--- src/rtl/nes_cpu_pkg.sv ---
// Shared CPU definitions: address width, boot vector, fetch-stage instruction record
// and the 6502 opcode length decoder.
package nes_cpu_pkg;

  localparam int unsigned MEM_ADDR_SIZE = 16;

  typedef logic [MEM_ADDR_SIZE-1:0] addr_t;

  localparam addr_t BOOT_ADDR = 16'hFFFC;

  // One assembled instruction as handed to decode.
  typedef struct packed {
    logic [7:0]  opcode;
    logic [15:0] operand;
    logic [1:0]  len;
    addr_t       pc;
  } fetch_instr_t;

  // Total instruction length in bytes (1..3) from the opcode alone. Illegal opcodes
  // get whatever this rule yields; there is no trap.
  function automatic logic [1:0] instr_len(input logic [7:0] op);
    logic [3:0] lo;
    logic [3:0] hi;
    lo = op[3:0];
    hi = op[7:4];
    if (lo >= 4'hC || (lo == 4'h9 && hi[0]) || op == 8'h20) begin
      return 2'd3;
    end
    if (lo == 4'h8 || lo == 4'hA || op == 8'h00 || op == 8'h40 || op == 8'h60) begin
      return 2'd1;
    end
    return 2'd2;
  endfunction

endpackage

--- src/rtl/fetch_queue.sv ---
// Circular prefetch byte buffer: one push per cycle, pop of 1..3 bytes, synchronous
// clear. Exposes the three bytes at the head plus the current fill count.
module fetch_queue #(
  parameter int unsigned Depth = 4
) (
  input  logic                         clk_i,
  input  logic                         rst_i,
  input  logic                         clear_i,
  input  logic                         push_i,
  input  logic [7:0]                   push_data_i,
  input  logic                         pop_i,
  input  logic [1:0]                   pop_len_i,
  output logic [7:0]                   head0_o,
  output logic [7:0]                   head1_o,
  output logic [7:0]                   head2_o,
  output logic [$clog2(Depth+1)-1:0]   count_o
);

  localparam int unsigned PtrW = $clog2(Depth);
  localparam int unsigned CntW = $clog2(Depth + 1);

  logic [7:0]      mem_q [Depth];
  logic [PtrW-1:0] rd_ptr_q, rd_ptr_d;
  logic [PtrW-1:0] wr_ptr_q, wr_ptr_d;
  logic [CntW-1:0] count_q, count_d;

  // Depth need not be a power of two, so wrap explicitly.
  function automatic logic [PtrW-1:0] ptr_add(input logic [PtrW-1:0] ptr,
                                               input int unsigned inc);
    int unsigned sum;
    sum = 32'(ptr) + inc;
    if (sum >= Depth) begin
      sum = sum - Depth;
    end
    return PtrW'(sum);
  endfunction

  assign head0_o = mem_q[rd_ptr_q];
  assign head1_o = mem_q[ptr_add(rd_ptr_q, 1)];
  assign head2_o = mem_q[ptr_add(rd_ptr_q, 2)];
  assign count_o = count_q;

  // Next pointers and count; clear wins over push and pop.
  always_comb begin
    rd_ptr_d = rd_ptr_q;
    wr_ptr_d = wr_ptr_q;
    count_d  = count_q;
    if (clear_i) begin
      rd_ptr_d = '0;
      wr_ptr_d = '0;
      count_d  = '0;
    end else begin
      if (push_i) begin
        wr_ptr_d = ptr_add(wr_ptr_q, 1);
      end
      if (pop_i) begin
        rd_ptr_d = ptr_add(rd_ptr_q, 32'(pop_len_i));
      end
      count_d = count_q + CntW'(push_i) - (pop_i ? CntW'(pop_len_i) : '0);
    end
  end

  // Pointer and count registers.
  always_ff @(posedge clk_i) begin
    if (rst_i) begin
      rd_ptr_q <= '0;
      wr_ptr_q <= '0;
      count_q  <= '0;
    end else begin
      rd_ptr_q <= rd_ptr_d;
      wr_ptr_q <= wr_ptr_d;
      count_q  <= count_d;
    end
  end

  // Byte storage; zeroed on reset so the idle head decodes as opcode 0x00.
  always_ff @(posedge clk_i) begin
    if (rst_i) begin
      for (int unsigned i = 0; i < Depth; i++) begin
        mem_q[i] <= 8'h00;
      end
    end else if (push_i && !clear_i) begin
      mem_q[wr_ptr_q] <= push_data_i;
    end
  end

endmodule

--- src/rtl/fetch_unit.sv ---
// Instruction fetch: issues one byte read per cycle into the prefetch queue and
// presents whole 6502 instructions to decode over a valid/ready handshake.
module fetch_unit
  import nes_cpu_pkg::*;
#(
  parameter int unsigned FIFO_DEPTH = 4
) (
  input  logic                     clk_i,
  input  logic                     rst_i,
  input  logic                     flush_i,
  input  logic [MEM_ADDR_SIZE-1:0] flush_pc_i,
  output logic                     mem_req_o,
  output logic [MEM_ADDR_SIZE-1:0] mem_addr_o,
  input  logic                     mem_rvalid_i,
  input  logic [7:0]               mem_rdata_i,
  output logic                     instr_valid_o,
  input  logic                     instr_ready_i,
  output logic [7:0]               instr_opcode_o,
  output logic [15:0]              instr_operand_o,
  output logic [1:0]               instr_len_o,
  output logic [MEM_ADDR_SIZE-1:0] instr_pc_o
);

  localparam int unsigned CntW = $clog2(FIFO_DEPTH + 1);

  if (FIFO_DEPTH < 3) begin : gen_depth_check
    $error("fetch_unit: FIFO_DEPTH must be at least 3");
  end

  addr_t           fetch_pc_q, fetch_pc_d;
  addr_t           head_pc_q, head_pc_d;
  logic            req_q, req_d;
  logic [7:0]      head0, head1, head2;
  logic [CntW-1:0] count;
  logic [1:0]      head_len;
  logic            push;
  logic            pop;
  fetch_instr_t    instr;

  // Reserve a slot for the byte still in flight so the queue can never overflow.
  assign mem_req_o  = !rst_i && !flush_i && ((32'(count) + 32'(req_q)) < FIFO_DEPTH);
  assign mem_addr_o = fetch_pc_q;

  assign push     = mem_rvalid_i && !flush_i;
  assign head_len = instr_len(head0);

  assign instr_valid_o = !flush_i && (count >= CntW'(head_len));
  assign pop           = instr_valid_o && instr_ready_i;

  fetch_queue #(
    .Depth (FIFO_DEPTH)
  ) u_queue (
    .clk_i       (clk_i),
    .rst_i       (rst_i),
    .clear_i     (flush_i),
    .push_i      (push),
    .push_data_i (mem_rdata_i),
    .pop_i       (pop),
    .pop_len_i   (head_len),
    .head0_o     (head0),
    .head1_o     (head1),
    .head2_o     (head2),
    .count_o     (count)
  );

  // Assemble the head instruction; operand bytes beyond its length read as zero.
  always_comb begin
    instr.opcode  = head0;
    instr.len     = head_len;
    instr.operand = 16'h0000;
    if (head_len != 2'd1) begin
      instr.operand[7:0] = head1;
    end
    if (head_len == 2'd3) begin
      instr.operand[15:8] = head2;
    end
    instr.pc = head_pc_q;
  end

  assign instr_opcode_o  = instr.opcode;
  assign instr_operand_o = instr.operand;
  assign instr_len_o     = instr.len;
  assign instr_pc_o      = instr.pc;

  // Next fetch/head addresses; a flush redirects both and cancels the pop.
  always_comb begin
    fetch_pc_d = fetch_pc_q;
    head_pc_d  = head_pc_q;
    req_d      = mem_req_o;
    if (flush_i) begin
      fetch_pc_d = flush_pc_i;
      head_pc_d  = flush_pc_i;
      req_d      = 1'b0;
    end else begin
      if (mem_req_o) begin
        fetch_pc_d = fetch_pc_q + addr_t'(1);
      end
      if (pop) begin
        head_pc_d = head_pc_q + addr_t'(head_len);
      end
    end
  end

  // Address and outstanding-request registers.
  always_ff @(posedge clk_i) begin
    if (rst_i) begin
      fetch_pc_q <= BOOT_ADDR;
      head_pc_q  <= BOOT_ADDR;
      req_q      <= 1'b0;
    end else begin
      fetch_pc_q <= fetch_pc_d;
      head_pc_q  <= head_pc_d;
      req_q      <= req_d;
    end
  end

endmodule

--- config.mk ---
export PLATFORM = sky130hd
export DESIGN_NAME = fetch_unit
export DESIGN_NICKNAME = d
export VERILOG_FILES = /design/src/rtl/nes_cpu_pkg.sv /design/src/rtl/fetch_queue.sv /design/src/rtl/fetch_unit.sv
export SDC_FILE = /design/constraint.sdc
export NUM_CORES = 1
export LEC_CHECK = 0
export CAP_MARGIN = 20
export CORE_MARGIN = 10
export CORE_UTILIZATION = 60
export DETAILED_ROUTE_END_ITERATION = 7
export DONT_BUFFER_PORTS = 1
export HOLD_SLACK_MARGIN = 0.15
export PLACE_DENSITY = 0.74
export SLEW_MARGIN = 20
export SYNTH_ARGS = -nofsm -noshare
export SYNTH_HDL_FRONTEND = slang
export SYNTH_SLANG_ARGS = --single-unit
--- constraint.sdc ---
create_clock -name clk_i -period 5.7 [get_ports clk_i]
set_clock_uncertainty 0.1 [all_clocks]
set_input_delay 0.57 -clock clk_i [delete_from_list [all_inputs] [get_ports clk_i]]
set_output_delay 0.57 -clock clk_i [all_outputs]
set_load 0.03 [all_outputs]
[After elaboration in Yosys (flattened, before gate mapping)]
Memory sizes are Yosys's and may differ from the RTL's. A register that Yosys moved wholly into a read port is not among the register bits.
Index checks and enable logic that the tools add are counted.
Storage, ports and cells
  register bits: 40
  memory bits (writable): 32
  input bits: 29
  word-level logic and storage cells: 83
  memories: 1
Memory list
  u_queue.mem_q: depth 4, bits a word 8, read ports 3, clocked after memory_dff 1, wr ports 4, RTL line fetch_queue.sv:22  | logic [7:0] mem_q [Depth];
Cells by class
  add/sub/neg operators: 13
  order comparisons: 7
  eq/ne operators: 8
  multiplexer cells: 28
  reductions and logical operators: 20
Operators by type and width (number)
  $mux 16: 4
  $mux 2: 12
  $mux 8: 3
  $add 16x1->16 const B: 1
  $add 16x2->16: 1
  $eq 8x7->1 const B: 2
  $eq 4x4->1 const B: 3
  $ge 3x3->1 const B: 4
  $mux 1: 9
  $eq 8x6->1 const B: 1
  $logic_not 8->1: 1
  $reduce_or 8->1: 1
  $sub 2x1->2 const B: 4
  $logic_and 1x1->1: 7
  $add 2x1->3 const B: 2
  $logic_or 1x1->1: 6
  $add 3x1->4: 1
  $ge 4x4->1 const B: 1
  $lt 4x3->1 const B: 1
  $reduce_bool 2->1: 2
  $add 2x2->3: 1
  $add 2x2->3 const B: 1
  $add 3x1->3: 1
  $ge 3x2->1: 1
  5 further kinds: 6

[Longest topological paths before layout]
Gate-level depths: netlist of the first run.
  depth after elaboration: 14
  mapped depth: 21
  depth with buffers taken out: 18

[Modules after synthesis]
A second synthesis of the first run with hierarchy kept.
Unflattened totals
  cell total of the unflattened synthesis: 438
  area total of the unflattened synthesis: 4423.0 um2
Modules (own cells, without submodules)
  fetch_queue: instances 1, cells each 155, area an instance 2237.1 um2, seq. area each 1141.1 um2
  fetch_unit: instances 1, cells each 283, area an instance 2185.8 um2, seq. area each 660.6 um2

[Worst setup path before layout of the first run]
Ideal clock, no wire load.
  path kind: register to register
  start: register with a tool-made name
  end: register u_queue.count_q[2], in the netlist u_queue.count_o[2]
  library setup time: 115 ps
  data arrival time: 4600 ps
  path slack: 885 ps
  cell stages (with the launch flop): 22
  path buffers: 3
  path through: dfxtp_1 > buf_6 > mux4_1 > nand2_1 > o21bai_1 > o21ai_0 > nand2_1 > ha_1 > nand2b_1 > a211o_1 > nand3_1 > clkbuf_1 > buf_2 > a21oi_1 > ha_1 > inv_1 > ha_1 > inv_1 > fa_1 > xor2_1 > xnor2_1 > nor2_1
RTL lines
  end signal: assignment: RTL line fetch_queue.sv:72  | count_q <= count_d;
  end: declaration: RTL line fetch_queue.sv:25  | logic [CntW-1:0] count_q, count_d;

==> metrics, run 1 <==
outcome=complete, no violations; setup slack, reg-to-reg=890 ps; PnR Total Power=1.26 mW; DRC Markers=0; vias in the first global route=2826; Clock Sinks=74; later-pin clock latency in the skew report=340 ps; Post-synth ARST share=0%; P&R area growth vs syn=4.76%; H-Tree Level Count=3; top-level I/O count=89; Startpoint Class=flop; max cap viols=0; Slew HR=49.0%; Setup CP Type=flop to flop; PortBufs=0; Detailed Routing Iterations Pass 1=5; most frequent cells in the layout=nor2_1, dfxtp_1, nand2_1, edfxtp_1, a21oi_1; PwrDens=288 nW/um2; WHS Path Cells=1; Slew Viols, Final=0; Hold Crit Class=input port to flop; GR Overflow Total=0; Avg Cell Area, Syn=10.1 um2; antenna cells=0; GP Congestion=0.866; Net Count, Synth=455; first-pass GRT wire length=16.0 mm; worst-path fanout max=8; antenna violations before repair=0; reg2reg end=u_queue.count_o[2]$_SDFF_PN0_; final hold vios=0; Critical Path Sink=u_queue.count_o[2]$_SDFF_PN0_; Die ar.=10700 um2; Slew @ Worst Pin=764 ps; Starting Density=61.6%; fin crit period=4810 ps; Worst EP required=5820 ps; num rows=30; final period utilization=84.3%; post-synthesis instance area=4180 um2; Placeable Area=6790 um2; warnings from Yosys=0; DR vias/cell=6.39; type of element capturing the critical path=flop; Arr. time, crit path=4930 ps; Main synth FF type=dfxtp_1; Overall Global Routing Usage=19.5%; sequential element share of the synthesized area=43.1%; hold_buf cts=0; Seq cells post-synth=74; unrepaired setup endpoints after global routing=false; Post-Layout Cell Count=503; clock root cell=clkbuf_8; Post-Place Cells=487; final setup vio count=0; DR iter-0 viols=318; Setup TNS Final=0 ps; CTS buffer count=9; Detail Route Antenna Nets=0; share of layout cells above drive strength 1=9.58%; largest net degree at the start of global routing=35; Worst-path clk slew=70 ps; Leak=1.69 nW; Max Freq=208 MHz; drt total wl=10.4 mm; Mapped Cells=415; Yosys top cell area share=23.0%; reg2reg path depth=18; Post-synth EDFFs=32; Avg WL per Cell=20.8 um; Vias=3212; DIE HEIGHT=103 um; most common cell after layout, fill and taps aside=nor2_1; Die Wd=103 um; Yosys top cell by area=edfxtp_1; DP HPWL=7.88 mm; Yosys cell types=52; largest cells by area after synthesis=edfxtp_1, dfxtp_1, mux4_2; # Post-CTS Setup Buffers=0; CTS tree=built; Longest Clk Path Bufs=2; Final Net Count=442; VDD IR max=0.000168 V; Post-CTS Resized=0
## cells in the mapped netlist (9+ instances only)
cell type and n:
dfxtp_1 42, o21ai_0 20, mux4_2 20, ha_1 9
clkbuf_1 14, nor2_1 46, nor2b_1 22, nand2b_1 10
nand2_1 36, inv_1 19, edfxtp_1 32, a21oi_1 24
nand3_1 14
## area by class of cell
cell class              count  area, um2
clock buffers               9        124
repair buffers              1       7.51
clock inverters             7       58.8
flip-flops and latches     74       1800
well taps                  96        120
multi-input cells         295       2190
fillers                   546       2410
inverters                  21       78.8
## metrics by stage
step	area, um2	setup WS, ps	hold WS (ps)	util [%]
after floorplan	4180	885	407	-
after global placement	4200	1010	438	61.8
after detailed placement	4200	906	456	61.8
after CTS	4380	885	180	64.5
after global routing	4380	567	187	64.5
final	4380	893	203	64.5
## critical path, cell delays in order (launching register included)
cell and delay [ps]:
dfxtp_1 620, mux4_1 840, nand2_1 150, o21bai_1 80
o21ai_0 240, nand2_1 330, ha_1 380, nand2b_1 140
a211o_1 360, nand3_1 140, a21oi_1 50, ha_1 280
inv_1 60, ha_1 130, inv_1 50, fa_1 370
xor2_1 170, xnor2_1 140, nor2_1 50
## per-layer routing
layer  wire [um]  track usage (%)  up-vias  share of wire, %
li1            -                -     1497                 -
met1        4550             28.2     1530                44
met2        4470             25.8      172                43
met3        1290             6.91       13                12
met4         145             7.17        0               1.4
met5           0                0        -                 0
## flip-flops by register name, indices dropped and copies added (netlist names), named ones only
name              count
u_queue.mem_q        32
u_queue.count_o       3
instr_pc_o           16
mem_addr_o           16
u_queue.wr_ptr_q      2
req_q                 1
u_queue.rd_ptr_q      2
## report_power, final
group	leakage (nW)	internal (mW)	total, mW	switching [mW]
Sequential	0.676	0.588	0.672	0.0848
Combinational	0.923	0.0723	0.198	0.125
Clock	0.0936	0.197	0.392	0.195
Total	1.69	0.857	1.26	0.405
## kinds of logic after synthesis
kind of cell	Yosys count	share of synthesized area [%]
AO/OA/AOI/OAI	83	12.9
XOR/XNOR	13	2.72
adder cells (fa/ha/maj)	11	3.65
buffers and inverters	46	4.58
flip-flops	74	43.1
multiplexers	31	15.0
AND/OR/NAND/NOR	157	18.1
## how the worst min path moves through the flow
stage	endpoint	start	slack (ps)
3_5_place_dp	u_queue.count_o[2]$_SDFF_PN0_	u_queue.count_o[2]$_SDFF_PN0_	460
3_3_place_gp	u_queue.count_o[2]$_SDFF_PN0_	u_queue.count_o[2]$_SDFF_PN0_	440
2_1_floorplan	u_queue.count_o[2]$_SDFF_PN0_	u_queue.count_o[2]$_SDFF_PN0_	410
6_report	mem_addr_o[0]$_SDFFE_PP0P_	rst_i	200
5_1_grt	instr_pc_o[0]$_SDFFE_PP0P_	rst_i	190
4_1_cts	instr_pc_o[0]$_SDFFE_PP0P_	rst_i	180
No activity file was read; power rests on OpenSTA's default activity.
==> run 2, diff against run 1 <==
==> constraint.sdc (replaced) <==
create_clock -name clk_i -period 4.9 [get_ports clk_i]
set_clock_uncertainty 0.1 [all_clocks]
set_input_delay 0.49 -clock clk_i [delete_from_list [all_inputs] [get_ports clk_i]]
set_output_delay 0.49 -clock clk_i [all_outputs]
set_load 0.03 [all_outputs]
==> metrics, run 2 (same netlist as run 1, synthesis figures left out) <==
Slew HR=49.6% (+0.52 points); Longest Clk Path Bufs=2 (unchanged); metal3 WL=1.23 mm (-4.7%); Slew Viols, Final=0 (unchanged); Worst path slowest cell=mux4_1; antenna violations before repair=0 (unchanged); DR iter-0 viols=339 (+6.6%); Leak=1.75 nW (+3.6%); Met2 Routed Length=4.71 mm (+5.5%); hold_buf cts=3 (+3); CTS buffer count=9 (unchanged); Setup CP Type=flop to flop; max cap viols=0 (unchanged); final period utilization=90.6% (+6.2 points); Post-CTS Resized=0 (unchanged); Setup TNS Final=0 ps (unchanged); fin crit period=4440 ps (-370 ps); final hold vios=0 (unchanged); fill count=553 (+1.3%); largest net degree at the start of global routing=27 (-23%); Arr. time, crit path=4570 ps (-360 ps); Die Wd=103 um (unchanged); Place WS=438 ps (-468 ps); Hold Crit Class=input port to flop; type of element capturing the critical path=flop; P&R area growth vs syn=7.96%; Max stage delay on crit path=830 ps (about the same); first-pass GRT wire length=16.2 mm (+1.6%); CTS tree=built; Final Net Count=451 (+2.0%); final worst-path setup slack=463 ps (-430 ps); Final Hold Slack=170 ps (-32.6 ps); clock root cell=clkbuf_8; final core utilization=66.5% (+2.0 points); DR vias/cell=6.37 (-0.29%); PwrDens=354 nW/um2 (+23%); Die ar.=10700 um2 (unchanged); most common cell after layout, fill and taps aside=nor2_1; DRC Markers=0 (unchanged); DIE HEIGHT=103 um (unchanged); most frequent cells in the layout=nor2_1, dfxtp_1, nand2_1, edfxtp_1, a21oi_1; Top reg by flops=u_queue.mem_q; Clock Sinks=74 (unchanged); outcome=complete, no violations; antenna cells=0 (unchanged); vias in the first global route=2931 (+3.7%); Worst EP required=5030 ps (-790 ps); share of layout cells above drive strength 1=11.8% (+2.2 points); top-level I/O count=89 (unchanged); Overall Global Routing Usage=20.0% (+0.50 points); drt total wl=10.7 mm (+2.3%); worst-path fanout max=8 (unchanged); Starting Density=61.6% (unchanged); VDD IR max=0.000186 V (+10%); met1 WL=4.61 mm (+1.4%); Startpoint Class=flop; CP Cell Sequence=mux4_1 -> nand2_1 -> o21bai_1 -> o21ai_0 -> nand2_1 -> ha_1 -> nand2b_1 -> a211o_1 -> nand3_1 -> a21oi_1 -> ha_1 -> inv_1 -> ha_1 -> inv_1 -> fa_1 -> xor2_1 -> xnor2_1 -> nor2_1; later-pin clock latency in the skew report=350 ps (about the same); GP Congestion=0.854 (-1.4%); top sig layer=met4; PortBufs=0 (unchanged); H-Tree Level Count=3 (unchanged); Placeable Area=6790 um2 (unchanged); max reg flops=32 (unchanged); Crit path top cell by count=ha_1; Slew @ Worst Pin=755 ps (-8.87 ps); final setup vio count=0 (unchanged); Worst-path clk slew=80 ps (about the same); Vias=3260 (+1.5%); unrepaired setup endpoints after global routing=false; Max Freq=225 MHz (+8.3%); Avg WL per Cell=20.9 um (+0.46%); GR Overflow Total=0 (unchanged); num rows=30 (unchanged); Detail Route Antenna Nets=0 (unchanged); DP HPWL=7.81 mm (-0.92%); # Post-CTS Setup Buffers=0 (unchanged); Detailed Routing Iterations Pass 1=5 (unchanged)
==> run 2: cell types whose count changed in the layout (fill, tap and decap cells not counted) <==
cell | previous run | this run
clkinvlp_4 | 0 | 3
dlygate4sd3_1 | 0 | 3
clkinv_1 | 4 | 0
bufinv_16 | 1 | 3
inv_6 | 1 | 0
buf_4 | 1 | 7
==> run 2: final timing paths <==
path / slack [ps] / depth (start not counted) / end / from
hold reg to reg: 460 / 2 / u_queue.count_o[2]$_SDFF_PN0_ / u_queue.count_o[2]$_SDFF_PN0_
setup reg to reg: 460 / 18 / u_queue.count_o[2]$_SDFF_PN0_ / flop
setup / recovery: 460 / 18 / u_queue.count_o[2]$_SDFF_PN0_ / flop
hold / removal: 170 / 2 / instr_pc_o[9]$_SDFFE_PP1P_ / flush_pc_i[9]
==> run 2: per-stage QoR <==
step,total power [mW],cell area (um2),cells
finish,1.60,4520,512
global route,1.66,4520,512
CTS,1.60,4510,512
detailed placement,1.03,4240,493
global placement,1.03,4240,493
floorplan,0.975,4180,415
==> run 2: cell type report <==
type                            count  area [um2]  share of cell area [%]
Timing Repair Buffer               10        82.6                    1.83
Multi-Input combinational cell    295        2190                    48.5
Sequential cell                    74        1800                    39.9
Clock buffer                        9         124                    2.74
Tap cell                           96         120                    2.66
Inverter                           21        78.8                    1.75
Clock inverter                      7         118                    2.60
==> run 2: worst max-delay path, delay by kind of cell, from the launching register on <==
kind / cells / cell delay (ps)
simple gates: 5 / 580
buf+inv: 2 / 110
mux: 1 / 830
flops: 1 / 590
compound gates: 4 / 740
xor+xnor: 2 / 310
fa+ha+maj: 4 / 1060
==> run 2: per-layer routing <==
layer / vias to the layer above / GRT usage (%)
met5: - / 0
met4: 0 / 6.74
met3: 12 / 6.05
met2: 151 / 27.3
met1: 1581 / 29.2
li1: 1516 / -
==> run 2: power breakdown <==
| part | leakage (nW) | internal (mW) | switching (mW) | total, mW |
|---|---|---|---|---|
| sequential | 0.676 | 0.683 | 0.0983 | 0.782 |
| combinational | 0.966 | 0.0931 | 0.149 | 0.243 |
| clock | 0.111 | 0.337 | 0.236 | 0.573 |
| total | 1.75 | 1.11 | 0.484 | 1.60 |
==> run 3, diff against run 2 <==
--- a/config.mk
+++ b/config.mk
@@ -7,11 +7,11 @@
 export LEC_CHECK = 0
 export CAP_MARGIN = 20
 export CORE_MARGIN = 10
-export CORE_UTILIZATION = 60
+export CORE_UTILIZATION = 55
 export DETAILED_ROUTE_END_ITERATION = 7
 export DONT_BUFFER_PORTS = 1
 export HOLD_SLACK_MARGIN = 0.15
-export PLACE_DENSITY = 0.74
+export PLACE_DENSITY = 0.68
 export SLEW_MARGIN = 20
 export SYNTH_ARGS = -nofsm -noshare
 export SYNTH_HDL_FRONTEND = slang
==> metrics, run 3 (same netlist as run 1, synthesis figures left out) <==
Starting Density=57.1% (-4.5 points); HP Start=flush_i; num rows=31 (+3.3%); outcome=complete, no violations; Arr. time, crit path=4520 ps (-50 ps); Crit path top cell by count=ha_1; placed cell area=4240 um2 (about the same); Vias=3242 (-0.55%); Detail Route Antenna Nets=0 (unchanged); worst-path fanout max=8 (unchanged); unrepaired setup endpoints after global routing=false; final period utilization=89.7% (-0.83 points); type of element capturing the critical path=flop; first-pass GRT wire length=16.6 mm (+2.3%); fill count=579 (+4.7%); Setup TNS Final=0 ps (unchanged); final hold vios=0 (unchanged); Slew HR=49.3% (-0.28 points); Worst-path clk slew=70 ps (about the same); Final Net Count=448 (-0.67%); GP Congestion=0.810 (-5.2%); critical path's top delay family=adder cells; Slew @ Worst Pin=761 ps (+5.27 ps); DP HPWL=8.15 mm (+4.5%); Post-CTS Resized=0 (unchanged); PortBufs=0 (unchanged); Longest Clk Path Bufs=2 (unchanged); VDD IR max=0.000207 V (+11%); antenna violations before repair=0 (unchanged); Detailed Routing Iterations Pass 1=4 (-1); Top reg by flops=u_queue.mem_q; CTS buffer count=9 (unchanged); largest net degree at the start of global routing=27 (unchanged); Die ar.=11500 um2 (+7.3%); Clock Sinks=74 (unchanged); Avg WL per Cell=20.8 um (-0.49%); Worst path slowest cell=mux4_1; # Post-CTS Setup Buffers=0 (unchanged); top-level I/O count=89 (unchanged); antenna cells=0 (unchanged); most common cell after layout, fill and taps aside=nor2_1; Slew Viols, Final=0 (unchanged); CTS tree=built; DIE HEIGHT=107 um (+3.6%); CP Cell Sequence=mux4_1 -> nand2_1 -> o21bai_1 -> o21ai_0 -> nand2_1 -> ha_1 -> nand2b_1 -> a211o_1 -> nand3_1 -> a21oi_1 -> ha_1 -> inv_1 -> ha_1 -> inv_1 -> fa_1 -> xor2_1 -> xnor2_1 -> nor2_1; reg2reg end=u_queue.count_o[2]$_SDFF_PN0_; Startpoint Class=flop; Setup CP Type=flop to flop; Die Wd=107 um (+3.6%); max reg flops=32 (unchanged); Overall Global Routing Usage=18.2% (-1.7 points); share of layout cells above drive strength 1=11.6% (-0.16 points); vias in the first global route=2917 (-0.48%); most frequent cells in the layout=nor2_1, dfxtp_1, nand2_1, edfxtp_1, a21oi_1; DR iter-0 viols=218 (-36%); DR vias/cell=6.33 (-0.55%); Hold Crit Class=input port to flop; setup slack, reg-to-reg=500 ps (+40 ps); number of buffers and inverters on the critical path=2 (unchanged); P&R area growth vs syn=7.42%; fin crit period=4400 ps (-40.7 ps); drt total wl=10.6 mm (-0.49%); Max stage delay on crit path=830 ps (about the same); hold_buf cts=1 (-2); post-route design area=4490 um2 (-0.50%); DRC Markers=0 (unchanged); clock root cell=clkbuf_8; Leak=1.76 nW (+0.12%); Placeable Area=7330 um2 (+7.9%); Worst EP required=5030 ps (about the same); reg2reg path depth=18 (unchanged); PwrDens=349 nW/um2 (-1.4%); Max Freq=227 MHz (+0.93%); H-Tree Level Count=3 (unchanged); later-pin clock latency in the skew report=350 ps (about the same); Critical Path Sink=u_queue.count_o[2]$_SDFF_PN0_; max cap viols=0 (unchanged); GR Overflow Total=0 (unchanged); CP Depth=18 (unchanged); final setup vio count=0 (unchanged)
## run 3: cell count changes in the layout (fill, tap and decap cells not counted), moves of 2 or more
cell           change
clkinvlp_4         -3
dlygate4sd3_1      -2
clkbuf_16          +2
bufinv_16          -2
clkbuf_8           +2
## run 3: metal layers
layer | part of all wire (%) | wire, um | GRT usage [%] | vias to the layer above
li1 | - | - | - | 1516
met1 | 45 | 4750 | 26.1 | 1567
met2 | 42 | 4450 | 24.0 | 144
met3 | 12 | 1260 | 7.25 | 15
met4 | 1.6 | 165 | 6.58 | 0
met5 | 0 | 0 | 0 | -
## run 3: layout make-up
cell class,instances,area [um2],share of cell area [%]
Multi-Input combinational cell,295,2190,48.7
Sequential cell,74,1800,40.1
Clock buffer,14,206,4.59
Tap cell,99,124,2.76
Inverter,21,78.8,1.75
Timing Repair Buffer,7,55.1,1.23
Clock inverter,2,36.3,0.808
## run 3: per-stage QoR
| stage | power [mW] | hold slack, ps | setup WS (ps) | utilization, % | instances |
|---|---|---|---|---|---|
| final | 1.57 | 164 | 504 | 61.3 | 512 |
| after global routing | 1.63 | 164 | 187 | 61.3 | 512 |
| after CTS | 1.58 | 157 | 455 | 61.3 | 512 |
| after detailed placement | 1.03 | 454 | 478 | 57.8 | 495 |
| after global placement | 1.02 | 446 | 569 | 57.8 | 495 |
| after floorplan | 0.975 | 407 | 85.1 | - | 415 |
## run 3: worst min-delay path by stage
stage	slack, ps	end	depth (start not counted)
after global placement	450	u_queue.count_o[2]$_SDFF_PN0_	2
final	160	mem_addr_o[3]$_SDFFE_PP1P_	1
after detailed placement	450	u_queue.count_o[2]$_SDFF_PN0_	2
after CTS	160	mem_addr_o[3]$_SDFFE_PP1P_	1
after global routing	160	mem_addr_o[3]$_SDFFE_PP1P_	1
after floorplan	410	u_queue.count_o[2]$_SDFF_PN0_	2
## run 3: report_power, final
group          internal [mW]  total, mW  switching (mW)
sequential             0.684      0.784          0.0999
clock                  0.328      0.546           0.218
combinational         0.0907      0.238           0.147
